--- src/rtl/fifo_pkg.sv ---
// Shared types and helpers for the parameterised synchronous FIFO family.
package fifo_pkg;

    typedef struct packed {
        logic overflow;
        logic underflow;
    } fifo_err_t;

    function automatic int calc_aw(input int depth);
        return $clog2(depth);
    endfunction

endpackage

--- src/rtl/param_sync_fifo_if.sv ---
// Handshake/status bundle between a FIFO and its producer/consumer.
interface param_sync_fifo_if
    import fifo_pkg::*;
#(
    parameter int WIDTH = 8,
    parameter int DEPTH = 4
);

    logic                    flush;
    logic                    push;
    logic [WIDTH-1:0]        data_in;
    logic                    pop;
    logic                    clr_err;
    logic [WIDTH-1:0]        data_out;
    logic [calc_aw(DEPTH):0] count;
    logic                    full;
    logic                    empty;
    logic                    almost_full;
    logic                    almost_empty;
    logic                    overflow;
    logic                    underflow;

    modport master (
        output flush, push, data_in, pop, clr_err,
        input  data_out, count, full, empty, almost_full, almost_empty,
               overflow, underflow
    );

    modport slave (
        input  flush, push, data_in, pop, clr_err,
        output data_out, count, full, empty, almost_full, almost_empty,
               overflow, underflow
    );

endinterface

--- src/rtl/fifo_occ_counter.sv ---
// Up/down occupancy counter with flush; inc/dec arrive already qualified.
module fifo_occ_counter
    import fifo_pkg::*;
#(
    parameter int DEPTH = 4
) (
    input  logic                    clk,
    input  logic                    reset,
    input  logic                    flush,
    input  logic                    inc,
    input  logic                    dec,
    output logic [calc_aw(DEPTH):0] count,
    output logic                    full,
    output logic                    empty
);

    localparam int CW = calc_aw(DEPTH) + 1;
    localparam logic [CW-1:0] FULL_LVL = CW'(DEPTH);

    always_ff @(posedge clk or negedge reset) begin
        if (!reset) begin
            count <= '0;
        end else if (flush) begin
            count <= '0;
        end else if (inc && !dec) begin
            count <= count + CW'(1);
        end else if (dec && !inc) begin
            count <= count - CW'(1);
        end
    end

    assign full  = (count == FULL_LVL);
    assign empty = (count == '0);

endmodule

--- src/rtl/param_sync_fifo.sv ---
// Parameterised single-clock FIFO with watermarks, flush and sticky errors.
// Define FIFO_FWFT_EN for first-word-fall-through reads; default is registered read.
module param_sync_fifo
    import fifo_pkg::*;
#(
    parameter int WIDTH     = 8,
    parameter int DEPTH     = 4,
    parameter int AF_MARGIN = 1,
    parameter int AE_MARGIN = 1
) (
    input  logic               clk,
    input  logic               reset,
    param_sync_fifo_if.slave   bus
);

    localparam int AW = calc_aw(DEPTH);
    localparam int CW = AW + 1;
    localparam logic [CW-1:0] AF_LVL = CW'(DEPTH - AF_MARGIN);
    localparam logic [CW-1:0] AE_LVL = CW'(AE_MARGIN);

    logic [WIDTH-1:0] mem [DEPTH];
    logic [AW-1:0]    wr_ptr;
    logic [AW-1:0]    rd_ptr;
    logic [CW-1:0]    count;
    logic             full;
    logic             empty;
    logic             push_ok;
    logic             pop_ok;
    logic             do_push;
    logic             do_pop;
    fifo_err_t        err;

    // A pop frees a slot in the same cycle, so a full FIFO still takes a push alongside it.
    assign pop_ok  = bus.pop && !empty;
    assign push_ok = bus.push && (!full || pop_ok);
    assign do_push = push_ok && !bus.flush;
    assign do_pop  = pop_ok && !bus.flush;

    fifo_occ_counter #(
        .DEPTH (DEPTH)
    ) u_occ (
        .clk   (clk),
        .reset (reset),
        .flush (bus.flush),
        .inc   (do_push),
        .dec   (do_pop),
        .count (count),
        .full  (full),
        .empty (empty)
    );

    always_ff @(posedge clk or negedge reset) begin
        if (!reset) begin
            wr_ptr <= '0;
            rd_ptr <= '0;
        end else if (bus.flush) begin
            wr_ptr <= '0;
            rd_ptr <= '0;
        end else begin
            if (do_push) wr_ptr <= wr_ptr + AW'(1);
            if (do_pop)  rd_ptr <= rd_ptr + AW'(1);
        end
    end

    always_ff @(posedge clk) begin
        if (do_push) mem[wr_ptr] <= data_in_w();
    end

    function automatic logic [WIDTH-1:0] data_in_w();
        return bus.data_in;
    endfunction

    // Set has priority over clr_err so an error in the clearing cycle is not lost.
    always_ff @(posedge clk or negedge reset) begin
        if (!reset) begin
            err <= '0;
        end else if (!bus.flush) begin
            if (bus.clr_err)            err           <= '0;
            if (bus.push && !push_ok)   err.overflow  <= 1'b1;
            if (bus.pop && !pop_ok)     err.underflow <= 1'b1;
        end
    end

`ifdef FIFO_FWFT_EN
    assign bus.data_out = empty ? '0 : mem[rd_ptr];
`else
    logic [WIDTH-1:0] rd_data_p1;

    // Read stage: head word is captured on an accepted pop and held otherwise.
    always_ff @(posedge clk or negedge reset) begin
        if (!reset) begin
            rd_data_p1 <= '0;
        end else if (do_pop) begin
            rd_data_p1 <= mem[rd_ptr];
        end
    end

    assign bus.data_out = rd_data_p1;
`endif

    assign bus.count        = count;
    assign bus.full         = full;
    assign bus.empty        = empty;
    assign bus.almost_full  = (count >= AF_LVL);
    assign bus.almost_empty = (count <= AE_LVL);
    assign bus.overflow     = err.overflow;
    assign bus.underflow    = err.underflow;

endmodule

--- src/flat_wrapper.sv ---
// flat-port wrapper written by rule: the top's interface ports become plain ports
module param_sync_fifo_flat import fifo_pkg::*;
#(
    parameter int WIDTH     = 8,
    parameter int DEPTH     = 4,
    parameter int AF_MARGIN = 1,
    parameter int AE_MARGIN = 1
)
  (clk, reset, bus_flush, bus_push, bus_data_in, bus_pop, bus_clr_err, bus_data_out, bus_count, bus_full, bus_empty, bus_almost_full, bus_almost_empty, bus_overflow, bus_underflow);
  param_sync_fifo_if #(.WIDTH(WIDTH), .DEPTH(DEPTH)) bus_i ();
  input  logic clk;
  input  logic reset;
  input wire logic [$bits(bus_i.flush)-1:0] bus_flush;
  input wire logic [$bits(bus_i.push)-1:0] bus_push;
  input wire logic [$bits(bus_i.data_in)-1:0] bus_data_in;
  input wire logic [$bits(bus_i.pop)-1:0] bus_pop;
  input wire logic [$bits(bus_i.clr_err)-1:0] bus_clr_err;
  output wire logic [$bits(bus_i.data_out)-1:0] bus_data_out;
  output wire logic [$bits(bus_i.count)-1:0] bus_count;
  output wire logic [$bits(bus_i.full)-1:0] bus_full;
  output wire logic [$bits(bus_i.empty)-1:0] bus_empty;
  output wire logic [$bits(bus_i.almost_full)-1:0] bus_almost_full;
  output wire logic [$bits(bus_i.almost_empty)-1:0] bus_almost_empty;
  output wire logic [$bits(bus_i.overflow)-1:0] bus_overflow;
  output wire logic [$bits(bus_i.underflow)-1:0] bus_underflow;
  assign bus_i.flush = bus_flush;
  assign bus_i.push = bus_push;
  assign bus_i.data_in = bus_data_in;
  assign bus_i.pop = bus_pop;
  assign bus_i.clr_err = bus_clr_err;
  assign bus_data_out = bus_i.data_out;
  assign bus_count = bus_i.count;
  assign bus_full = bus_i.full;
  assign bus_empty = bus_i.empty;
  assign bus_almost_full = bus_i.almost_full;
  assign bus_almost_empty = bus_i.almost_empty;
  assign bus_overflow = bus_i.overflow;
  assign bus_underflow = bus_i.underflow;
  param_sync_fifo #(.WIDTH(WIDTH), .DEPTH(DEPTH), .AF_MARGIN(AF_MARGIN), .AE_MARGIN(AE_MARGIN)) u_core (.clk(clk), .reset(reset), .bus(bus_i));
endmodule
--- config.mk ---
export PLATFORM = sky130hd
export DESIGN_NAME = param_sync_fifo_flat
export DESIGN_NICKNAME = d
export VERILOG_FILES = /design/src/rtl/fifo_pkg.sv /design/src/rtl/param_sync_fifo_if.sv /design/src/rtl/fifo_occ_counter.sv /design/src/rtl/param_sync_fifo.sv /design/src/flat_wrapper.sv
export SDC_FILE = /design/constraint.sdc
export NUM_CORES = 1
export LEC_CHECK = 0
export ABC_AREA = 1
export CORE_MARGIN = 2
export CORE_UTILIZATION = 50
export DETAILED_ROUTE_END_ITERATION = 8
export PLACE_DENSITY = 0.74
export SLEW_MARGIN = 20
export SYNTH_ARGS = -nofsm -noshare
export SYNTH_HDL_FRONTEND = slang
export SYNTH_HIERARCHICAL = 1
export SYNTH_SLANG_ARGS = --single-unit
--- constraint.sdc ---
create_clock -name clk -period 3.8 [get_ports clk]
set_input_delay 0.76 -clock clk [delete_from_list [all_inputs] [get_ports clk]]
set_output_delay 0.76 -clock clk [all_outputs]
set_load 0.02 [all_outputs]
# ---- After elaboration in Yosys (flattened, before gate mapping)
# Memories as Yosys holds them, arrays and structs flattened. A register that Yosys moved wholly into a read port is not among the register bits.
# Cells that the tools add are included.
dict set report word_totals {
  ff_bits 9
  latch_bits 0
  mem_bits_rw 32
  mem_bits_ro 0
  input_bits 14
  n_memories 1
}
# memory words word_bits rd rd_clocked_by_memory_dff write_ports line_no
set memory_table {}
lappend memory_table {u_core.mem 4 8 1 1 1 param_sync_fifo.sv:21} ;# logic [WIDTH-1:0] mem [DEPTH];
dict set report classes {
  addsub 4
  mul 0
  div_mod_pow 0
  magnitude_cmp 2
  n_eq_ne 1
  shift 0
  mux 12
  n_bitwise 1
  n_reduce_logical 25
}
# operator count
set ops {}
lappend ops {{$mux W2} 5}
lappend ops {{$mux W3} 3}
lappend ops {{$logic_and A1 B1 Y1} 8}
lappend ops {{$logic_not A1 Y1} 8}
lappend ops {{$reduce_bool A2 Y1} 4}
lappend ops {{$add A2 B1 Y2 const B} 2}
lappend ops {{$mux W1} 4}
lappend ops {{$reduce_and A2 Y1} 2}
lappend ops {{$add A3 B1 Y3 const B} 1}
lappend ops {{$eq A3 B3 Y1 const B} 1}
lappend ops {{$ge A3 B2 Y1 const B} 1}
lappend ops {{$le A3 B1 Y1 const B} 1}
lappend ops {{$logic_not A3 Y1} 1}
lappend ops {{$reduce_bool A3 Y1} 1}
lappend ops {{$sub A3 B1 Y3 const B} 1}
lappend ops {{$logic_or A1 B1 Y1} 1}
lappend ops {{$not A1 Y1} 1}

# ---- Longest topological paths before layout
# Gate-level depths: netlist (run 1).
dict set report logic_depth {
  ltp_word 11
  mapped_depth 15
}

# ---- Hierarchy
# Netlist (run 1), hierarchy kept.
# module n_inst cells_each area_per_inst_um2 seq_area_each_um2
set modules_own_cells {}
lappend modules_own_cells {param_sync_fifo 1 211 2072.0 1311.3}
lappend modules_own_cells {fifo_occ_counter 1 31 226.5 75.1}

# ---- Worst setup path after synthesis (run 1)
# OpenSTA, ideal clock, no wires.
dict set report synth_timing {
  kind {register to register}
  startpoint {register u_core.u_occ.count[0]}
  endpoint {register u_core.u_occ.count[2]}
  setup_time_ns 0.118
  arrival_time_ns 2.576
  required_ns 3.682
  slack_ns 1.106
  path_stages_with_launch 16
  cell_sequence {dfrtp_1 -> nor3_1 -> inv_1 -> nand2_4 -> nand2_1 -> nand3_2 -> inv_1 -> nand2_2 -> inv_1 -> fa_1 -> inv_1 -> nand2_2 -> nand2_1 -> nand2_1 -> nand3_1 -> nand2_1}
}
dict set report synth_via {
  elab_chain_len 9
}
# element line_no
set synth_rtl {}
lappend synth_rtl {{from (decl)} fifo_occ_counter.sv:12} ;# output logic [calc_aw(DEPTH):0] count,
lappend synth_rtl {{from (signal assigned)} fifo_occ_counter.sv:26} ;# count <= count + CW'(1);
lappend synth_rtl {{from (signal assigned)} fifo_occ_counter.sv:28} ;# count <= count - CW'(1);
lappend synth_rtl {{$logic_not A3 Y1 *} fifo_occ_counter.sv:33} ;# assign empty = (count == '0);
lappend synth_rtl {{via bus_empty} flat_wrapper.sv:21} ;# output wire logic [$bits(bus_i.empty)-1:0] bus_empty;
lappend synth_rtl {{$logic_not A1 Y1 *} param_sync_fifo.sv:34} ;# assign pop_ok = bus.pop && !empty;
lappend synth_rtl {{$logic_and A1 B1 Y1 *} param_sync_fifo.sv:34}
lappend synth_rtl {{$logic_or A1 B1 Y1 *} param_sync_fifo.sv:35} ;# assign push_ok = bus.push && (!full || pop_ok);
lappend synth_rtl {{$logic_and A1 B1 Y1 *} param_sync_fifo.sv:35}
lappend synth_rtl {{$logic_and A1 B1 Y1 *} param_sync_fifo.sv:36} ;# assign do_push = push_ok && !bus.flush;
lappend synth_rtl {{via u_core.do_push} param_sync_fifo.sv:29} ;# logic do_push;
lappend synth_rtl {{$logic_and A1 B1 Y1 / $logic_not A1 Y1 (equally long branches)} {fifo_occ_counter.sv:25, fifo_occ_counter.sv:27}}
lappend synth_rtl {{$mux W3 / $logic_and A1 B1 Y1 (equally long branches)} {fifo_occ_counter.sv:25, fifo_occ_counter.sv:27}}
lappend synth_rtl {{$mux W3 / $reduce_bool A3 Y1 (equally long branches)} -}
# Mark *: on every way through the listed nets, which the timed path passes. The rest lies on a longest branch. The select of a mux whose other input is x is not followed.
# A chain may end at the register's enable or synchronous reset.

# ---- Worst setup path in the final report (run 1)
dict set report layout_timing {
  startpoint {input bus_flush}
  endpoint {register u_core.u_occ.count[2]}
}
# element line_no
set layout_lines {}
lappend layout_lines {{from (decl)} flat_wrapper.sv:13} ;# input wire logic [$bits(bus_i.flush)-1:0] bus_flush;
lappend layout_lines {{$logic_not A1 Y1 *} param_sync_fifo.sv:36}
lappend layout_lines {{$logic_and A1 B1 Y1 *} param_sync_fifo.sv:36}
lappend layout_lines {{via u_core.do_push} param_sync_fifo.sv:29}
lappend layout_lines {{$logic_and A1 B1 Y1 / $logic_not A1 Y1 (equally long branches)} {fifo_occ_counter.sv:25, fifo_occ_counter.sv:27}}
lappend layout_lines {{$mux W3 / $logic_and A1 B1 Y1 (equally long branches)} {fifo_occ_counter.sv:25, fifo_occ_counter.sv:27}}
lappend layout_lines {{$mux W3 / $reduce_bool A3 Y1 (equally long branches)} -}
# Mark *: on every way through the listed nets, which the timed path passes. The rest lies on a longest branch.

==> flow_summary.yaml, run 1 <==
status:
  outcome: "completed"
die:
  start_util: 0.524
  die_h_um: 71.8
  die-width_um: 71.8
  row_count: 24
  io_pins: 31
  coreArea_um2: 4380
  dieArea_um2: 5160
power:
  p_leak_nw: 1.31
  vdd.ir_drop.worst_v: 0.000313
  power.density_nw_per_um2: 608
  power.total_w: 0.00167
placed_design:
  globalplace.congestion: 0.779
  io_buffers: 30
  placed_cell_area_um2: 2640
  pre_cts_ws_ns: 0.899
  post-place-cells: 323
  place_hpwl_mm: 2.86
worst_setup_path:
  rrSetupSlack_ns: 1.39
  required_ns: 4.00
  cp_max_fo: 8
  r2r_start: "u_core/u_occ/count[0]"
  reg2reg_to: "u_core/u_occ/count[2]"
  startpoint_type: "input port"
  cp_top_family: "buffers and inverters"
  slowest_delay_ns: 0.73
  reg2reg_depth: 15
  crit_chain: "clkdlybuf4s50_1 -> inv_2 -> nand3_2 -> inv_1 -> nand2_2 -> inv_1 -> fa_1 -> inv_1 -> nand2_2 -> nand2_1 -> nand2_1 -> nand3_1 -> nand2_1"
  worstSetupEndpointType: "flip-flop"
  arrival_ns: 2.77
  criticalPathCategory: "in2reg"
  cp_slowest_cell: "clkdlybuf4s50_1"
  crit_buf_inv: 5
cells_and_area:
  seq_area_um2: 1390
  stdcell_area_um2: 2740
  fin_nets: 297
  antenna_cells: 0
  final_cells: 331
  drive_above_1_share: 0.0968
  area_growth_pct: 19.3
  n_fill_cell: 366
  multi_input_area_um2: 658
drt:
  vias: 1648
  drt-vias-per-instance: 4.98
  route.detailed.drc: 0
  ant_nets: 0
  dr.pass1.iters: 4
  routed_wl_mm: 4.08
  drt_iter0_drc: 79
  wl_per_cell_um: 12.3
cts:
  cts_resized: 0
  cts_tree: "done"
  h-tree-depth: 2
  cts_hold_buf: 0
  cts_buffers: 5
  clkTransAtPathRegs_ns: 0.09
  clk-insertion-delay-late_ns: 0.30
  cts-root-buf: "clkbuf_8"
  cts_setup_buffers: 0
  cts_buffer_depth: 2
  cts_sinks: 49
synth:
  synth_nets: 261
  yosys-top-cells-area: "edfxtp_1, dfrtp_1, nand2_1"
  yosys-top-cells-count: "nand2_1, inv_1, edfxtp_1"
  ys_ff_latch: 49
  syn_area_um2: 2300
  yosysTopAreaCell: "edfxtp_1"
  async_flop_share: 0.347
  avgSynthCellArea_um2: 9.50
  synth_cells: 242
  synth_top_cell_area_share: 0.418
  yosysMostFrequentCell: "nand2_1"
  ys_seq_area_frac: 0.603
  synth-edff-count: 32
  synth_flop_cell: "edfxtp_1"
  ys_types: 21
  yosys_warnings: 6
sta:
  fmax_mhz: 388
  fin_skew_ns: 0.00800
  post-route-worst-setup-slack_ns: 1.22
  rsz0062_at_grt: "no"
  setup_violations: 0
  layout_min_cycle_time_ns: 2.58
  worstMarginPinSlew_ns: 0.791
  finalCritPeriodShare: 0.678
  drv_slew: 0
  setup_tns_ns: 0
  slew_headroom: 0.471
  hold_viol: 0
grt:
  grtUsageTotal: 0.182
  grt_pass1_wl_mm: 7.02
  grt_overflow: 0
  grt_max_degree: 21
  antenna_found_initial: 0
  grt_pass1_vias: 1560
min_path:
  hp-class: "reg2reg"
  min_to: "u_core/bus.data_out[3]"
  hold_start: "u_core/bus.data_out[3]"
  holdPathStages: 2
run:
  drv_cap: 0
[state kept, by name, indices dropped and copies added (netlist names)]
signal                cells
u_core/bus.overflow       1
u_core/mem               32
u_core/bus.underflow      1
u_core/bus.data_out       8
u_core/rd_ptr             2
u_core/wr_ptr             2
u_core/u_occ/count        3
[layout by cell type, fill, tap and decap left out, drive strengths merged]
cell / synthesis / final
dfrtp: 17 / 17
a21oi: 1 / 1
ha: 4 / 4
inv: 53 / 54
clkdlybuf4s50: 0 / 30
buf: 5 / 4
o21ai: 6 / 6
clkinv: 0 / 1
nor3: 2 / 2
edfxtp: 32 / 32
nand4: 4 / 4
fa: 1 / 1
clkbuf: 0 / 6
nand3: 24 / 24
nor2: 11 / 11
nand2: 82 / 82
[cells by family after synthesis]
logic type | Yosys count | share of synthesized area
AO/OA/AOI/OAI | 7 | 0.0185
adder cells (fa/ha/maj) | 5 | 0.0305
flip-flops | 49 | 0.603
buffers and inverters | 58 | 0.111
AND/OR/NAND/NOR | 123 | 0.237
[per-layer routing]
| metal | vias up | routed length [µm] | GRT usage |
|---|---|---|---|
| met5 | - | 0 | 0 |
| met4 | 0 | 115 | 0.0964 |
| met3 | 9 | 221 | 0.0577 |
| met2 | 51 | 1990 | 0.286 |
| met1 | 769 | 1750 | 0.224 |
| li1 | 819 | - | - |
[tightest hold or removal path, stage by stage, from the launching register on]
cell and delay (ns):
dfrtp_1 0.35, nand2_1 0.05, nand2_1 0.05
[worst max path at each step]
stage | startpoint | to | depth (start not counted)
2_1_floorplan | u_core/u_occ/count[0] | u_core/u_occ/count[2] | 15
3_3_place_gp | bus_flush | u_core/u_occ/count[2] | 13
3_5_place_dp | bus_flush | u_core/u_occ/count[2] | 13
4_1_cts | bus_flush | u_core/u_occ/count[2] | 13
5_1_grt | bus_flush | u_core/u_occ/count[2] | 13
6_report | bus_flush | u_core/u_occ/count[2] | 13
[power by group]
group	internal [W]	switching [W]
clock	0.000151	0.000175
sequential	0.000656	0.0000759
combinational	0.000261	0.000347
[cell type report]
cell class,instances,area share
inverters,53,0.0735
well taps,52,0.0237
multi-input cells,135,0.240
clock buffers,6,0.0301
repair buffers,34,0.120
clock inverters,2,0.00639
flip-flops and latches,49,0.506
[through the flow]
step | utilization | hold WS, ns
finish | 0.625 | 0.484
global route | 0.625 | 0.500
CTS | 0.625 | 0.489
detailed placement | 0.602 | 0.465
global placement | 0.602 | 0.462
floorplan | - | 0.464
Note: power is estimated with default switching activity, not from simulation.
==> run 2, diff against run 1 <==
Clock period 3.8 ns to 2.6 ns, I/O delays scaled along.
==> flow_summary.yaml, run 2 (synthesized netlist as in run 1, its figures left out) <==
worst_setup_path:
  worstSetupEndpointType: "flip-flop"
  arrival_ns: 2.50
  cp_max_fo: 6
  startpoint_type: "flip-flop"
  required_ns: 2.80
  criticalPathCategory: "reg2reg"
cells_and_area:
  mostFrequentLayoutCell: "nand2_1"
  final_cell_mix: "nand2_1, inv_1, edfxtp_1"
  drive_above_1_share: 0.119
  multi_input_area_um2: 663
  largest_register_ffs: 32
  largest-register: "u_core/mem"
  antenna_cells: 0
  seq_area_um2: 1390
  area_growth_pct: 21.4
  stdcell_area_um2: 2790
  n_fill_cell: 375
  fin_nets: 303
power:
  vdd.ir_drop.worst_v: 0.000327
  power.density_nw_per_um2: 873
  p_leak_nw: 1.34
sta:
  slew_headroom: 0.489
  setup_tns_ns: 0
  fin_skew_ns: 0.0114
  worstMarginPinSlew_ns: 0.764
  drv_slew: 0
  finalCritPeriodShare: 0.886
  layout_min_cycle_time_ns: 2.30
  fmax_mhz: 434
  setup_violations: 0
  rsz0062_at_grt: "no"
  hold_viol: 0
min_path:
  hp-class: "reg2reg"
cts:
  cts_buffers: 5
  cts-root-buf: "clkbuf_8"
  cts_hold_buf: 0
  cts_tree: "done"
  cts_setup_buffers: 0
  h-tree-depth: 2
  cts_sinks: 49
  clkTransAtPathRegs_ns: 0.09
  cts_resized: 0
  cts_buffer_depth: 2
  clk-insertion-delay-late_ns: 0.30
die:
  dieArea_um2: 5160
  coreArea_um2: 4380
  io_pins: 31
  die_h_um: 71.8
  die-width_um: 71.8
  row_count: 24
  start_util: 0.524
placed_design:
  place_hpwl_mm: 2.85
  globalplace.congestion: 0.802
  placed_cell_area_um2: 2690
  io_buffers: 30
drt:
  route.detailed.drc: 0
  dr.pass1.iters: 4
  wl_per_cell_um: 11.6
  vias: 1583
  drt_iter0_drc: 62
  drt-vias-per-instance: 4.70
  ant_nets: 0
  routed_wl_mm: 3.91
grt:
  grt_max_degree: 21
  grtUsageTotal: 0.172
  grt_pass1_wl_mm: 6.68
  antenna_found_initial: 0
  grt_pass1_vias: 1481
  grt_overflow: 0
status:
  outcome: "completed"
run:
  drv_cap: 0
## run 2: changes by cell type in the layout (fill, tap and decap cells not counted)
| cell | before | now |
|---|---|---|
| nor3_1 | 2 | 1 |
| buf_4 | 4 | 10 |
| nor3_2 | 0 | 1 |
## run 2: through the flow
stage               std cells  power [W]  utilization  hold slack (ns)  setup WS, ns
finish                    337    0.00244        0.637            0.488         0.297
global route              337    0.00261        0.637            0.511        0.0741
CTS                       337    0.00247        0.637            0.492         0.276
detailed placement        329    0.00199        0.614            0.468        0.0743
global placement          329    0.00197        0.614            0.463         0.154
floorplan                 242    0.00164            -            0.224         0.112
## run 2: worst max-delay path, stage by stage (launching register included)
cell and delay [ns]:
dfrtp_1 0.46, nor3_2 0.26, inv_1 0.10, nand2_4 0.13, nand2_1 0.14, nand3_2 0.14
inv_1 0.07, nand2_2 0.11, inv_1 0.07, fa_1 0.38, inv_1 0.08, nand2_2 0.05
nand2_1 0.05, nand2_1 0.05, nand3_1 0.06, nand2_1 0.05
## run 2: final cells by class
type,count,area share
clock buffers,6,0.0296
clock inverters,2,0.00628
inverters,53,0.0722
multi-input cells,135,0.238
flip-flops and latches,49,0.497
well taps,52,0.0233
repair buffers,40,0.134
## run 2: path summary, 6_finish.rpt
check,depth (start not counted),end,slack (ns),start
setup reg to reg,15,u_core/u_occ/count[2],0.30,u_core/u_occ/count[0]
max in group asynchronous,1,u_core/wr_ptr[1],1.45,reset
setup / recovery,15,u_core/u_occ/count[2],0.30,u_core/u_occ/count[0]
hold / removal,2,u_core/bus.data_out[4],0.49,u_core/bus.data_out[4]
min in group asynchronous,1,u_core/bus.data_out[5],0.66,reset
hold reg to reg,2,u_core/bus.data_out[4],0.49,u_core/bus.data_out[4]
## run 2: power by group
part / total (W) / switching [W] / internal, W
sequential: 0.00107 / 0.000111 / 0.000959
combinational: 0.000897 / 0.000507 / 0.000390
clock: 0.000470 / 0.000249 / 0.000221
total: 0.00244 / 0.000867 / 0.00157
## run 2: metal layers
metal / GRT usage / part of all wire / vias to the layer above
li1: - / - / 835
met1: 0.218 / 0.44 / 702
met2: 0.277 / 0.50 / 42
met3: 0.0352 / 0.044 / 4
met4: 0.0943 / 0.015 / 0
met5: 0 / 0 / -
==> RTL change (config.mk and constraints of run 2) <==
Make the reset (`reset`) synchronous in 4 clocked blocks.
--- a/src/rtl/fifo_occ_counter.sv
+++ b/src/rtl/fifo_occ_counter.sv
@@ -17,7 +17,7 @@
     localparam int CW = calc_aw(DEPTH) + 1;
     localparam logic [CW-1:0] FULL_LVL = CW'(DEPTH);
 
-    always_ff @(posedge clk or negedge reset) begin
+    always_ff @(posedge clk) begin
         if (!reset) begin
             count <= '0;
         end else if (flush) begin
--- a/src/rtl/param_sync_fifo.sv
+++ b/src/rtl/param_sync_fifo.sv
@@ -49,7 +49,7 @@
         .empty (empty)
     );
 
-    always_ff @(posedge clk or negedge reset) begin
+    always_ff @(posedge clk) begin
         if (!reset) begin
             wr_ptr <= '0;
             rd_ptr <= '0;
@@ -71,7 +71,7 @@
     endfunction
 
     // Set has priority over clr_err so an error in the clearing cycle is not lost.
-    always_ff @(posedge clk or negedge reset) begin
+    always_ff @(posedge clk) begin
         if (!reset) begin
             err <= '0;
         end else if (!bus.flush) begin
@@ -87,7 +87,7 @@
     logic [WIDTH-1:0] rd_data_p1;
 
     // Read stage: head word is captured on an accepted pop and held otherwise.
-    always_ff @(posedge clk or negedge reset) begin
+    always_ff @(posedge clk) begin
         if (!reset) begin
             rd_data_p1 <= '0;
         end else if (do_pop) begin
Function: differs if reset is asserted again (counterexample within 4 cycles, from zero or initial values and one cycle with reset low); with reset held inactive, the same outputs for 10 cycles.
==> RTL change against run 2 <==
Routed wire length shrank 6.2%. Utilization shrank 0.71 points. Area after synthesis shrank 2.7%. Worst setup slack gained 0.032 ns. Final area shrank 2.5%. Critical path type is now reg -> out. Highest routed layer unchanged. Sequential cell count is the same.
Power is not compared: it rests on default switching activity, and its combinational part moved more than twofold at a synthesized area within 25%.
==> RTL change: results (changes against run 2) <==
{| class="wikitable"
! Metric !! Value
|-
| Result of the run || finished clean (unchanged)
|-
| Number of buffers inserted during clock tree synthesis || 5 (unchanged)
|-
| Fill cells || 370 (was 375)
|-
| Setup Fix Bufs, Post-CTS || 0 (unchanged)
|-
| Placer's final routability congestion estimate || 0.7412 (was 0.8016)
|-
| Worst setup skew after layout || 0.01166 ns (was 0.01144 ns)
|-
| First-pass GRT wire length || 6237 um (was 6679 um)
|-
| Synthesized netlist cell count || 225 (was 242)
|-
| Proportion of synthesized area in mux cells || 0% (unchanged)
|-
| Pin count of the biggest net entering global routing || 20 (was 21)
|-
| Number of nets in the final layout || 286 (was 303)
|-
| Net count after synthesis || 245 (was 261)
|-
| Via total after detailed routing || 1515 (was 1583)
|-
| Arrival time worst endpoint || 1.75 ns (was 2.50 ns)
|-
| Top post-synthesis cells by count || nand2_1, edfxtp_1, inv_1 (was nand2_1, inv_1, edfxtp_1)
|-
| GRT Resource Usage Total || 15.96% (was 17.16%)
|-
| Total iterations of the first detailed-routing run || 4 (unchanged)
|-
| Post-synthesis adder-cell area fraction || 3.691% (was 3.048%)
|-
| Post-Place Cell Area || 2611 um^2 (was 2691 um^2)
|-
| Post-synthesis cell type count || 24 (was 21)
|-
| Share of the yosys chip area belonging to registers || 58.17% (was 60.32%)
|-
| Detailed-route DRC error count || 0 (unchanged)
|-
| Vias in the first global route || 1392 (was 1481)
|-
| Parity-gate share of the synthesized area counting xor and xnor cells || 0% (unchanged)
|-
| Stage delay of the slowest cell on the critical path || 0.67 ns (was 0.46 ns)
|-
| Post-synthesis compound-gate area fraction || 5.761% (was 1.851%)
|-
| DP Cell Count || 311 (was 329)
|-
| Antenna diode count || 0 (unchanged)
|-
| Count of routing violations after the opening detailed-route iteration || 60 (was 62)
|-
| Post-place setup slack || 0.1472 ns (was 0.07432 ns)
|-
| Fraction of final layout cells with drive strength greater than 1 || 18.35% (was 11.93%)
|-
| Async S/R FF share, synth || 0% (was 34.69%)
|-
| Leak || 1.080 nW
|-
| Number of standard cells in the final layout excluding fillers || 319 (was 337)
|-
| Slowest stage cell, crit path || clkdlybuf4s50_1 (was dfrtp_1)
|-
| Transition time at the pin with the least slew margin || 0.7994 ns (was 0.7642 ns)
|-
| CTS H-Tree Depth || 2 (unchanged)
|-
| Top area cells in the synthesized netlist || edfxtp_1, dfxtp_1, nand2_1, inv_1, nand3_2 (was edfxtp_1, dfrtp_1, nand2_1, inv_1, nand3_1)
|-
| Worst supply voltage drop on vdd || 0.4421 mV
|-
| Post-detailed-placement half-perimeter wirelength || 2629 um (was 2851 um)
|-
| Routed wire per std cell || 11.50 um (was 11.60 um)
|-
| Antenna violations before repair || 0 (unchanged)
|}
-- RTL change: cell count changes after synthesis, moves of 7 or more --
cell | run 2 | this run
inv_1 | 47 | 28
dfrtp_1 | 17 | 0
nand3_2 | 2 | 9
a21oi_2 | 0 | 9
nand2_1 | 78 | 64
nand3_1 | 22 | 13
dfxtp_1 | 0 | 17
-- RTL change: logic make-up (layout without fill, tap and decap cells) --
group                    after synthesis  in the layout
AO/OA/AOI/OAI                         19             19
adder cells (fa/ha/maj)                6              6
buffers and inverters                 39             81
flip-flops                            49             49
AND/OR/NAND/NOR                      112            112
-- RTL change: critical path, delay by kind of cell, from the launching register on --
kind	cells	cell delay [ns]
flops	1	0.43
buf+inv	2	0.76
simple gates	1	0.28
-- RTL change: path summary, 6_finish.rpt --
check | from | endpoint | slack [ns] | depth (start not counted)
max | u_core/u_occ/count[2]$_SDFFE_PP0P_ | bus_full | 0.33 | 3
max reg2reg | u_core/u_occ/count[2]$_SDFFE_PP0P_ | u_core/u_occ/count[1]$_SDFFE_PP0P_ | 0.47 | 10
min | u_core/bus.underflow$_SDFFE_PN0P_ | u_core/bus.underflow$_SDFFE_PN0P_ | 0.48 | 2
min reg2reg | u_core/bus.underflow$_SDFFE_PN0P_ | u_core/bus.underflow$_SDFFE_PN0P_ | 0.48 | 2
-- RTL change: area by class of cell --
class                   count  area share [%]
flip-flops and latches     49           47.79
well taps                  52           2.390
clock buffers               6           2.665
clock inverters             2           1.425
repair buffers             41           14.06
inverters                  32           4.687
multi-input cells         137           26.98
-- RTL change: metrics by stage --
stage	util [%]	hold WS [ns]
global route	62.96	0.5183
finish	62.96	0.4836
floorplan	-	0.5033
detailed placement	60.39	0.4740
CTS	62.96	0.4845
global placement	60.39	0.4693
-- RTL change: report_power, final --
part / internal [mW] / switching [mW]
combinational: 0.0776 / 0.0917
clock: 0.289 / 0.236
sequential: 0.848 / 0.0130
-- RTL change: routing by layer --
layer	GRT usage, %	share of wire [%]	up-vias	routed length, um
met5	0	0	-	0
met2	25.23	45	40	1665
li1	-	-	803	-
met4	6.709	1.4	0	51
met1	21.68	47	667	1736
met3	3.134	5.9	5	215
